## src/rtl/sap1_pkg.sv

```systemverilog
// Shared SAP-1 controller definitions: opcodes, control-word bit positions,
// named control words and the ring-state check used by the sequencer.
package sap1_pkg;

  localparam int OPCODE_BITS = 4;
  localparam int CW_BITS     = 12;
  localparam int RING_BITS   = 6;

  localparam logic [3:0] OP_LDA = 4'b0000;
  localparam logic [3:0] OP_ADD = 4'b0001;
  localparam logic [3:0] OP_SUB = 4'b0010;
  localparam logic [3:0] OP_OUT = 4'b1110;
  localparam logic [3:0] OP_HLT = 4'b1111;

  // Bit positions inside CON[12:1]
  localparam int CW_CP     = 12;
  localparam int CW_EP     = 11;
  localparam int CW_LM_BAR = 10;
  localparam int CW_CE_BAR = 9;
  localparam int CW_LI_BAR = 8;
  localparam int CW_EI_BAR = 7;
  localparam int CW_LA_BAR = 6;
  localparam int CW_EA     = 5;
  localparam int CW_SU     = 4;
  localparam int CW_EU     = 3;
  localparam int CW_LB_BAR = 2;
  localparam int CW_LO_BAR = 1;

  localparam logic [12:1] CW_IDLE     = 12'h3E3;
  localparam logic [12:1] CW_FETCH_T1 = 12'h5E3;
  localparam logic [12:1] CW_FETCH_T2 = 12'hBE3;
  localparam logic [12:1] CW_FETCH_T3 = 12'h263;

  localparam logic [12:1] CW_LDA_T4 = 12'h1A3;
  localparam logic [12:1] CW_LDA_T5 = 12'h2C3;
  localparam logic [12:1] CW_LDA_T6 = 12'h3E3;
  localparam logic [12:1] CW_ADD_T4 = 12'h1A3;
  localparam logic [12:1] CW_ADD_T5 = 12'h2E1;
  localparam logic [12:1] CW_ADD_T6 = 12'h3C7;
  localparam logic [12:1] CW_SUB_T4 = 12'h1A3;
  localparam logic [12:1] CW_SUB_T5 = 12'h2E1;
  localparam logic [12:1] CW_SUB_T6 = 12'h3CF;
  localparam logic [12:1] CW_OUT_T4 = 12'h3F2;
  localparam logic [12:1] CW_OUT_T5 = 12'h3E3;
  localparam logic [12:1] CW_OUT_T6 = 12'h3E3;

  localparam logic [6:1] RING_T1 = 6'b000001;
  localparam logic [6:1] RING_T2 = 6'b000010;
  localparam logic [6:1] RING_T3 = 6'b000100;
  localparam logic [6:1] RING_T4 = 6'b001000;
  localparam logic [6:1] RING_T5 = 6'b010000;
  localparam logic [6:1] RING_T6 = 6'b100000;

  // True when exactly one ring bit is set
  function automatic logic ring_is_valid(input logic [6:1] t);
    return $onehot(t);
  endfunction

endpackage

```

## src/rtl/sap1_controller_sequencer_if.sv

```systemverilog
// Controller-side bus of the SAP-1 sequencer: opcode in, control word,
// ring state and halt flag out.
interface sap1_controller_sequencer_if #(
  parameter int OPCODE_WIDTH = 4
);
  logic [OPCODE_WIDTH:1] OPCODE;
  logic [12:1]           CON;
  logic [6:1]            T;
  logic                  HLT_bar;

  modport master (output OPCODE, input CON, input T, input HLT_bar);
  modport slave  (input OPCODE, output CON, output T, output HLT_bar);
endinterface

```

## src/rtl/sap1_ring_counter.sv

```systemverilog
// Six-state one-hot ring counter T1..T6 with synchronous clear and hold.
module sap1_ring_counter
  import sap1_pkg::*;
(
  input  logic       CLK,
  input  logic       CLR,
  input  logic       hold,
  output logic [6:1] t
);

  logic [6:1] t_r;

  // Ring register; a corrupted (non one-hot) value falls back to T1
  always_ff @(posedge CLK) begin
    if (CLR) begin
      t_r <= RING_T1;
    end else if (!ring_is_valid(t_r)) begin
      t_r <= RING_T1;
    end else if (hold) begin
      t_r <= t_r;
    end else begin
      t_r <= {t_r[5:1], t_r[6]};
    end
  end

  assign t = t_r;

endmodule

```

## src/rtl/sap1_controller_sequencer.sv

```systemverilog
// SAP-1 controller-sequencer: decodes ring state and opcode into CON[12:1].
// Optional macro SAP1_CTRL_ILLEGAL_HALT_EN makes undefined opcodes halt.
module sap1_controller_sequencer
  import sap1_pkg::*;
#(
  parameter int OPCODE_WIDTH = 4
) (
  input  logic                         CLK,
  input  logic                         CLR,
  sap1_controller_sequencer_if.slave   bus
);

  logic [6:1]            t_s;
  logic [OPCODE_WIDTH:1] op_s;
  logic                  is_halt_op_s;
  logic                  halt_now_s;
  logic                  hold_s;
  logic                  halted_r;
  logic                  hlt_bar_r;
  logic [12:1]           con_s;

  assign op_s = bus.OPCODE;

  // Classify the opcode as a halting instruction
  always_comb begin
    is_halt_op_s = 1'b0;
    if (op_s == OPCODE_WIDTH'(OP_HLT)) begin
      is_halt_op_s = 1'b1;
    end else begin
`ifdef SAP1_CTRL_ILLEGAL_HALT_EN
      is_halt_op_s = (op_s != OPCODE_WIDTH'(OP_LDA)) &&
                     (op_s != OPCODE_WIDTH'(OP_ADD)) &&
                     (op_s != OPCODE_WIDTH'(OP_SUB)) &&
                     (op_s != OPCODE_WIDTH'(OP_OUT));
`else
      is_halt_op_s = 1'b0;
`endif
    end
  end

  // The edge that ends T4 of a halt must already keep the ring at T4
  assign halt_now_s = t_s[4] && is_halt_op_s && !halted_r;
  assign hold_s     = halted_r || halt_now_s;

  sap1_ring_counter u_ring (
    .CLK  (CLK),
    .CLR  (CLR),
    .hold (hold_s),
    .t    (t_s)
  );

  // Halt flag and its registered active-low output
  always_ff @(posedge CLK) begin
    if (CLR) begin
      halted_r  <= 1'b0;
      hlt_bar_r <= 1'b1;
    end else if (halt_now_s) begin
      halted_r  <= 1'b1;
      hlt_bar_r <= 1'b0;
    end else begin
      halted_r  <= halted_r;
      hlt_bar_r <= hlt_bar_r;
    end
  end

  // Control-word decode from ring state and opcode
  always_comb begin
    con_s = CW_IDLE;
    if (halted_r) begin
      con_s = CW_IDLE;
    end else begin
      case (t_s)
        RING_T1: con_s = CW_FETCH_T1;
        RING_T2: con_s = CW_FETCH_T2;
        RING_T3: con_s = CW_FETCH_T3;
        RING_T4: begin
          case (op_s)
            OPCODE_WIDTH'(OP_LDA): con_s = CW_LDA_T4;
            OPCODE_WIDTH'(OP_ADD): con_s = CW_ADD_T4;
            OPCODE_WIDTH'(OP_SUB): con_s = CW_SUB_T4;
            OPCODE_WIDTH'(OP_OUT): con_s = CW_OUT_T4;
            default:               con_s = CW_IDLE;
          endcase
        end
        RING_T5: begin
          case (op_s)
            OPCODE_WIDTH'(OP_LDA): con_s = CW_LDA_T5;
            OPCODE_WIDTH'(OP_ADD): con_s = CW_ADD_T5;
            OPCODE_WIDTH'(OP_SUB): con_s = CW_SUB_T5;
            OPCODE_WIDTH'(OP_OUT): con_s = CW_OUT_T5;
            default:               con_s = CW_IDLE;
          endcase
        end
        RING_T6: begin
          case (op_s)
            OPCODE_WIDTH'(OP_LDA): con_s = CW_LDA_T6;
            OPCODE_WIDTH'(OP_ADD): con_s = CW_ADD_T6;
            OPCODE_WIDTH'(OP_SUB): con_s = CW_SUB_T6;
            OPCODE_WIDTH'(OP_OUT): con_s = CW_OUT_T6;
            default:               con_s = CW_IDLE;
          endcase
        end
        default: con_s = CW_IDLE;
      endcase
    end
  end

  assign bus.CON     = con_s;
  assign bus.T       = t_s;
  assign bus.HLT_bar = hlt_bar_r;

endmodule

```

## src/flat_wrapper.sv

```systemverilog
// flat-port wrapper written by rule: the top's interface ports become plain ports
module sap1_controller_sequencer_flat import sap1_pkg::*;
#(
  parameter int OPCODE_WIDTH = 4
)
  (CLK, CLR, bus_OPCODE, bus_CON, bus_T, bus_HLT_bar);
  sap1_controller_sequencer_if #(.OPCODE_WIDTH(OPCODE_WIDTH)) bus_i ();
  input  logic CLK;
  input  logic CLR;
  input wire logic [$bits(bus_i.OPCODE)-1:0] bus_OPCODE;
  output wire logic [$bits(bus_i.CON)-1:0] bus_CON;
  output wire logic [$bits(bus_i.T)-1:0] bus_T;
  output wire logic [$bits(bus_i.HLT_bar)-1:0] bus_HLT_bar;
  assign bus_i.OPCODE = bus_OPCODE;
  assign bus_CON = bus_i.CON;
  assign bus_T = bus_i.T;
  assign bus_HLT_bar = bus_i.HLT_bar;
  sap1_controller_sequencer #(.OPCODE_WIDTH(OPCODE_WIDTH)) u_core (.CLK(CLK), .CLR(CLR), .bus(bus_i));
endmodule
```

## config.mk

```make
export PLATFORM = sky130hd
export DESIGN_NAME = sap1_controller_sequencer_flat
export DESIGN_NICKNAME = d
export VERILOG_FILES = /design/src/rtl/sap1_pkg.sv /design/src/rtl/sap1_controller_sequencer_if.sv /design/src/rtl/sap1_ring_counter.sv /design/src/rtl/sap1_controller_sequencer.sv /design/src/flat_wrapper.sv
export SDC_FILE = /design/constraint.sdc
export NUM_CORES = 1
export LEC_CHECK = 0
export CAP_MARGIN = 20
export CORE_UTILIZATION = 44
export CTS_CLUSTER_DIAMETER = 150
export DETAILED_ROUTE_END_ITERATION = 10
export PLACE_DENSITY = 0.75
export SETUP_SLACK_MARGIN = 0.5
export SYNTH_ARGS = -nofsm -noshare
export SYNTH_HDL_FRONTEND = slang
export SYNTH_SLANG_ARGS = --single-unit
```

## constraint.sdc

```tcl
create_clock -name CLK -period 3.9 [get_ports CLK]
set_input_delay 0.78 -clock CLK [delete_from_list [all_inputs] [get_ports CLK]]
set_output_delay 0.78 -clock CLK [all_outputs]
set_load 0.05 [all_outputs]
```

Word level (Yosys, flattened, before mapping)
Cells that the tools add are included.
- output and inout bits: 19
- register bits after elaboration: 8
- add/sub/neg operators: 5
- reductions and logical operators: 8
- bitwise gates (word level): 1
- equal/unequal tests: 11
- mux-type cells: 6
- operators with widths (cell ; number):
    $pmux W12 S6 ; 1
    $pmux W10 S2 ; 1
    $pmux W9 S2 ; 1
    $mux W12 ; 1
    $pmux W6 S2 ; 1
    $eq A4 B4 Y1 const B ; 2
    $add A1 B1 Y2 ; 3
    $add A3 B2 Y3 ; 2
    $eq A6 B1 Y1 const B ; 1
    $eq A6 B2 Y1 const B ; 1
    $eq A6 B3 Y1 const B ; 1
    $eq A6 B4 Y1 const B ; 1
    $eq A6 B5 Y1 const B ; 1
    $eq A6 B6 Y1 const B ; 1
    $eq A4 B1 Y1 const B ; 1
    $eq A4 B2 Y1 const B ; 1
    $logic_not A4 Y1 ; 1
    $reduce_or A2 Y1 ; 2
    $eq A3 B1 Y1 const B ; 1
    $reduce_or A3 Y1 ; 1
    $logic_and A1 B1 Y1 ; 2
    $logic_not A1 Y1 ; 1
    $logic_or A1 B1 Y1 ; 1
    $mux W1 ; 1
    $not A1 Y1 ; 1

Depth between registers and ports, before layout
- depth in word-level cells: 6
- mapped depth: 10
- gate-level depth less buffers: 10

Cells and area by module
A second synthesis with hierarchy kept.
- cell total of the unflattened synthesis: 77
- area, all modules: 633.1 um^2
- modules (own cells, without submodules) (module ; cells each ; times used ; area an instance (um^2)):
    sap1_controller_sequencer ; 52 ; 1 ; 337.8
    sap1_ring_counter ; 25 ; 1 ; 295.3

Least setup slack after synthesis
No wires, ideal clock.
- kind: register -> register
- start: register u_core.u_ring.t_r (netlist bit u_core.u_ring.t[1])
- end: register u_core.u_ring.t_r (netlist bit u_core.u_ring.t[1])
- setup time: 0.121 ns
- stages on the path, launching flop included: 11
- data arrival time: 3.244 ns
- required time: 3.779 ns
- path slack: 0.534 ns
- clock period less this slack: 3.366 ns
- cell sequence: dfxtp_1 > inv_1 > ha_1 > inv_1 > fa_1 > fa_1 > inv_1 > fa_1 > nor4_4 > nand2_1 > mux2_4
- word-level cells in the longest chain between the ends: 6
- ends and longest elaborated chain (what ; RTL line ; text):
    start: declaration ; sap1_ring_counter.sv:11 ; logic [6:1] t_r;
    start signal: assignment ; sap1_ring_counter.sv:20 ; t_r <= t_r;
    start signal: assignment ; sap1_ring_counter.sv:22 ; t_r <= {t_r[5:1], t_r[6]};
    $add A1 B1 Y2 (implied by the code) ; sap1_pkg.sv:56 ; return $onehot(t);
    $add A3 B2 Y3 (implied by the code) (2 in a row) ; sap1_pkg.sv:56 ;
    $eq A3 B1 Y1 ; sap1_pkg.sv:56 ;
    $not A1 Y1 (no line) ; -- ;
    $reduce_or A2 Y1 (no line) ; -- ;
No other way between the ends.
A chain may end at the register's enable or synchronous reset.

Worst setup path in the final report
- start: input bus_OPCODE[2]
- end: output bus_CON[2]
- word-level cells in the longest chain between the ends: 4
- elaborated cells between the ends (all ways): 5
- ends and longest elaborated chain (what ; RTL line ; text):
    start: declaration ; flat_wrapper.sv:10 ; input wire logic [$bits(bus_i.OPCODE)-1:0] bus_OPCODE;
    $eq A4 B2 Y1 or $eq A4 B1 Y1 (tied branches) ; sap1_controller_sequencer.sv:95 ; case (op_s)
    $pmux W6 S2 * ; sap1_controller_sequencer.sv:95 ;
    $pmux W12 S6 * ; sap1_controller_sequencer.sv:72 ; case (t_s)
    $mux W12 * ; sap1_controller_sequencer.sv:69 ; if (halted_r) begin
    end: declaration ; flat_wrapper.sv:11 ; output wire logic [$bits(bus_i.CON)-1:0] bus_CON;
Mark *: on every way between the ends. The rest lies on a longest branch, timed or not.

==> impl_results.md <==
- Post-CTS setup buffers: 0
- Port bufs: 24
- Inst Count DP: 119
- Total power: 0.0005247 W
- Final Wtd Congestion: 0.7793
- Fmax: 0.3062 GHz
- Global-route usage over all layers: 18.38%
- Hold path cells: 1
- Final slew viol count: 0
- VDD IR max: 332.5 µV
- Synth Register Bits: 8
- Critical Path AT: 2.49 ns
- Max Cap Violations: 0
- Detailed Route Iter0 Violations: 25
- DR vias/cell: 5.287
- Worst setup EP type: output port
- Mapped Nets: 96
- Filler cell count: 131
- End of the worst register-to-register path: u_core.u_ring.t[1]
- R2R setup slack: 0.74 ns
- Row cnt: 14
- First-pass GRT wire length: 2504 µm
- CTS Sinks: 8
- Worst slew pin tran: 0.5072 ns
- Ys Warns: 0
- Per-cell routed wire length: 12.34 µm
- WS Path Type: input pin to output port
- Startpoint Class: input pin
- Max-slew headroom: 66.13%
- Finished Core Util: 63.96%
- Via count: 645
- Area contributors post-synth: dfxtp_1, fa_1, ha_1
- Diodes inserted: 0
- Die W: 42.47 µm
- Share of the synthesized area in the top cell type: 22.22%
- Met3 GRT Util: 3.879%
- Worst Reg-to-Reg Cells: 10
- Die Y: 42.47 µm
- Die ar.: 0.001804 mm²
- # IOs: 25
- ANT nets after route: 0
- Hold Vio Cnt, Final: 0
- Hold Crit Start: u_core.bus.HLT_bar
- Status: complete, no violations
- Final Non-Filler Cells: 122
- Cell taking the most area after synthesis: dfxtp_1
- Largest net degree at the start of global routing: 13
- Post-synth top flop: dfxtp_1
- Mapped Avg Cell Area: 8.683 µm²
- Worst Hold Path EP: u_core.bus.HLT_bar
- Max Buffers Root-to-Sink: 2
- Unrepaired setup endpoints after global routing: false
- Final Skew: 0.002366 ns
- CTS tree: done
- Layout cells sized above 1: 13.21%
- H-tree depth: 1
- Worst-path clk slew: 0.06 ns
- Worst hold-check path type: flip-flop to flip-flop
- Synth cell count leaders: inv_1, nand2_1, dfxtp_1, nor2_1
- Layout Nets: 121
- Mapped Cells: 83
- Starting Density: 47.29%
- Vias in the first global route: 577
- Post-synth cell types: 35
- Post-CTS Hold Buffers: 0
- Number of synthesized flops with an enable pin: 0
- Synthesized area: 720.7 µm²
- Grt met1 use: 24.06%
- Antenna violations before repair: 0
- Async SR Flop Fraction: 0%
- Sequential area share after synthesis: 22.22%
- LEAKAGE: 0.4438 nW
- Core footprint: 0.001524 mm²
- Reg area: 160.2 µm²
- P&R area growth vs syn: 35.24%
- GRT busiest layer: met2
- Required @ worst endpoint: 3.12 ns
- Worst-Skew Late Latency: 0.26 ns
- Final Setup Violations: 0
- Total grt overflow: 0
- CTS root buf: clkbuf_4
- Hpwl dp: 1186 µm
- Period Utilization, post-route: 83.74%
- Setup TNS: 0 ns
- Initial DRT Pass Iterations: 5
- CTS Buf Count: 3
- Crit path time final: 3.266 ns
- DRC Markers: 0
- Crit path max fanout: 3
- WL final: 1505 µm
- Grt met2 use: 30.15%
- Critical R2R Launch: u_core.u_ring.t[1]
- PD cells: 538.3 mW/mm²
- Multi-input gate area: 484.2 µm²
[worst max path at each step]
stage	slack, ns	from	to
after floorplan	0.53	u_core.u_ring.t[1]	u_core.u_ring.t[1]
after global placement	0.36	bus_OPCODE[1]	bus_CON[9]
after detailed placement	0.27	bus_OPCODE[1]	bus_CON[9]
after CTS	0.50	bus_OPCODE[2]	bus_CON[3]
after global routing	0.51	bus_OPCODE[2]	bus_CON[2]
final	0.63	bus_OPCODE[2]	bus_CON[2]
[power by group]
group / total (W) / switching (W) / internal [W]
Combinational: 0.000345 / 0.000214 / 0.000131
Sequential: 0.000113 / 0.0000185 / 0.0000941
Clock: 0.0000675 / 0.0000320 / 0.0000355
Total: 0.000525 / 0.000264 / 0.000260
[critical path: stages]
cell and delay, ns:
clkdlybuf4s50_1 0.45, nor2_1 0.20, nand4_1 0.14, nor2_1 0.11, clkdlybuf4s50_1 0.80
[registers in the layout (all words and copies together), names as in the netlist]
register,count
u_core.bus.HLT_bar,1
u_core.u_ring.t,6
u_core.halted_r,1
[kinds of logic (layout without fill, tap and decap cells)]
logic type / after synthesis / after routing / share of synthesized area (%)
muxes: 4 / 4 / 6.250
DFF: 8 / 8 / 22.22
adders and majority gates: 7 / 7 / 15.28
xor gates and xnor gates: 1 / 1 / 1.215
and+or+nand+nor: 39 / 39 / 32.99
AOI/OAI and AO/OA: 9 / 9 / 10.76
buffers and inverters: 15 / 38 / 11.28
[repair_timing]
item                                   in CTS  in global routing
setup endpoints to repair                   2                  4
endpoints found under the hold margin       0                  0
gates resized for setup                     2                  4
cloned                                      0                  0
[through the flow]
step           cell area, µm²  hold WS [ns]  worst slack [ns]
2_1_floorplan           720.7        0.6604            0.5345
3_3_place_gp            942.2        0.4374            0.3570
3_5_place_dp            942.2        0.4491            0.2705
4_1_cts                 962.2        0.4637            0.5000
5_1_grt                 974.7        0.4876            0.5062
6_report                974.7        0.4665            0.6342
[area by class of cell]
cell class                 count  area share (%)
clock buffer                   3           2.311
inverter                      10           3.851
multi-input combinational     60           49.68
sequential                     8           16.43
tap                           16           2.054
timing repair buffer          25           25.67
[metal layers]
layer | vias up | share of wire (%)
li1 | 332 | -
met1 | 294 | 49
met2 | 17 | 45
met3 | 2 | 4.6
met4 | 0 | 1.3
met5 | - | 0
[layout by cell type (no fill, tap or decap), types with 2 or more instances in the layout]
cell	n
nand4_1	2
mux2i_1	3
nand3_1	2
nor2_1	6
nand2_1	10
dfxtp_1	8
and3_1	4
dlymetal6s2s_1	3
o21ai_0	2
clkbuf_4	3
nor3_1	3
nor3b_1	2
inv_1	10
fa_1	3
dlygate4sd2_1	2
clkdlybuf4s50_1	18
ha_1	4
buf_4	2
Note: power is estimated with default switching activity, not from simulation.
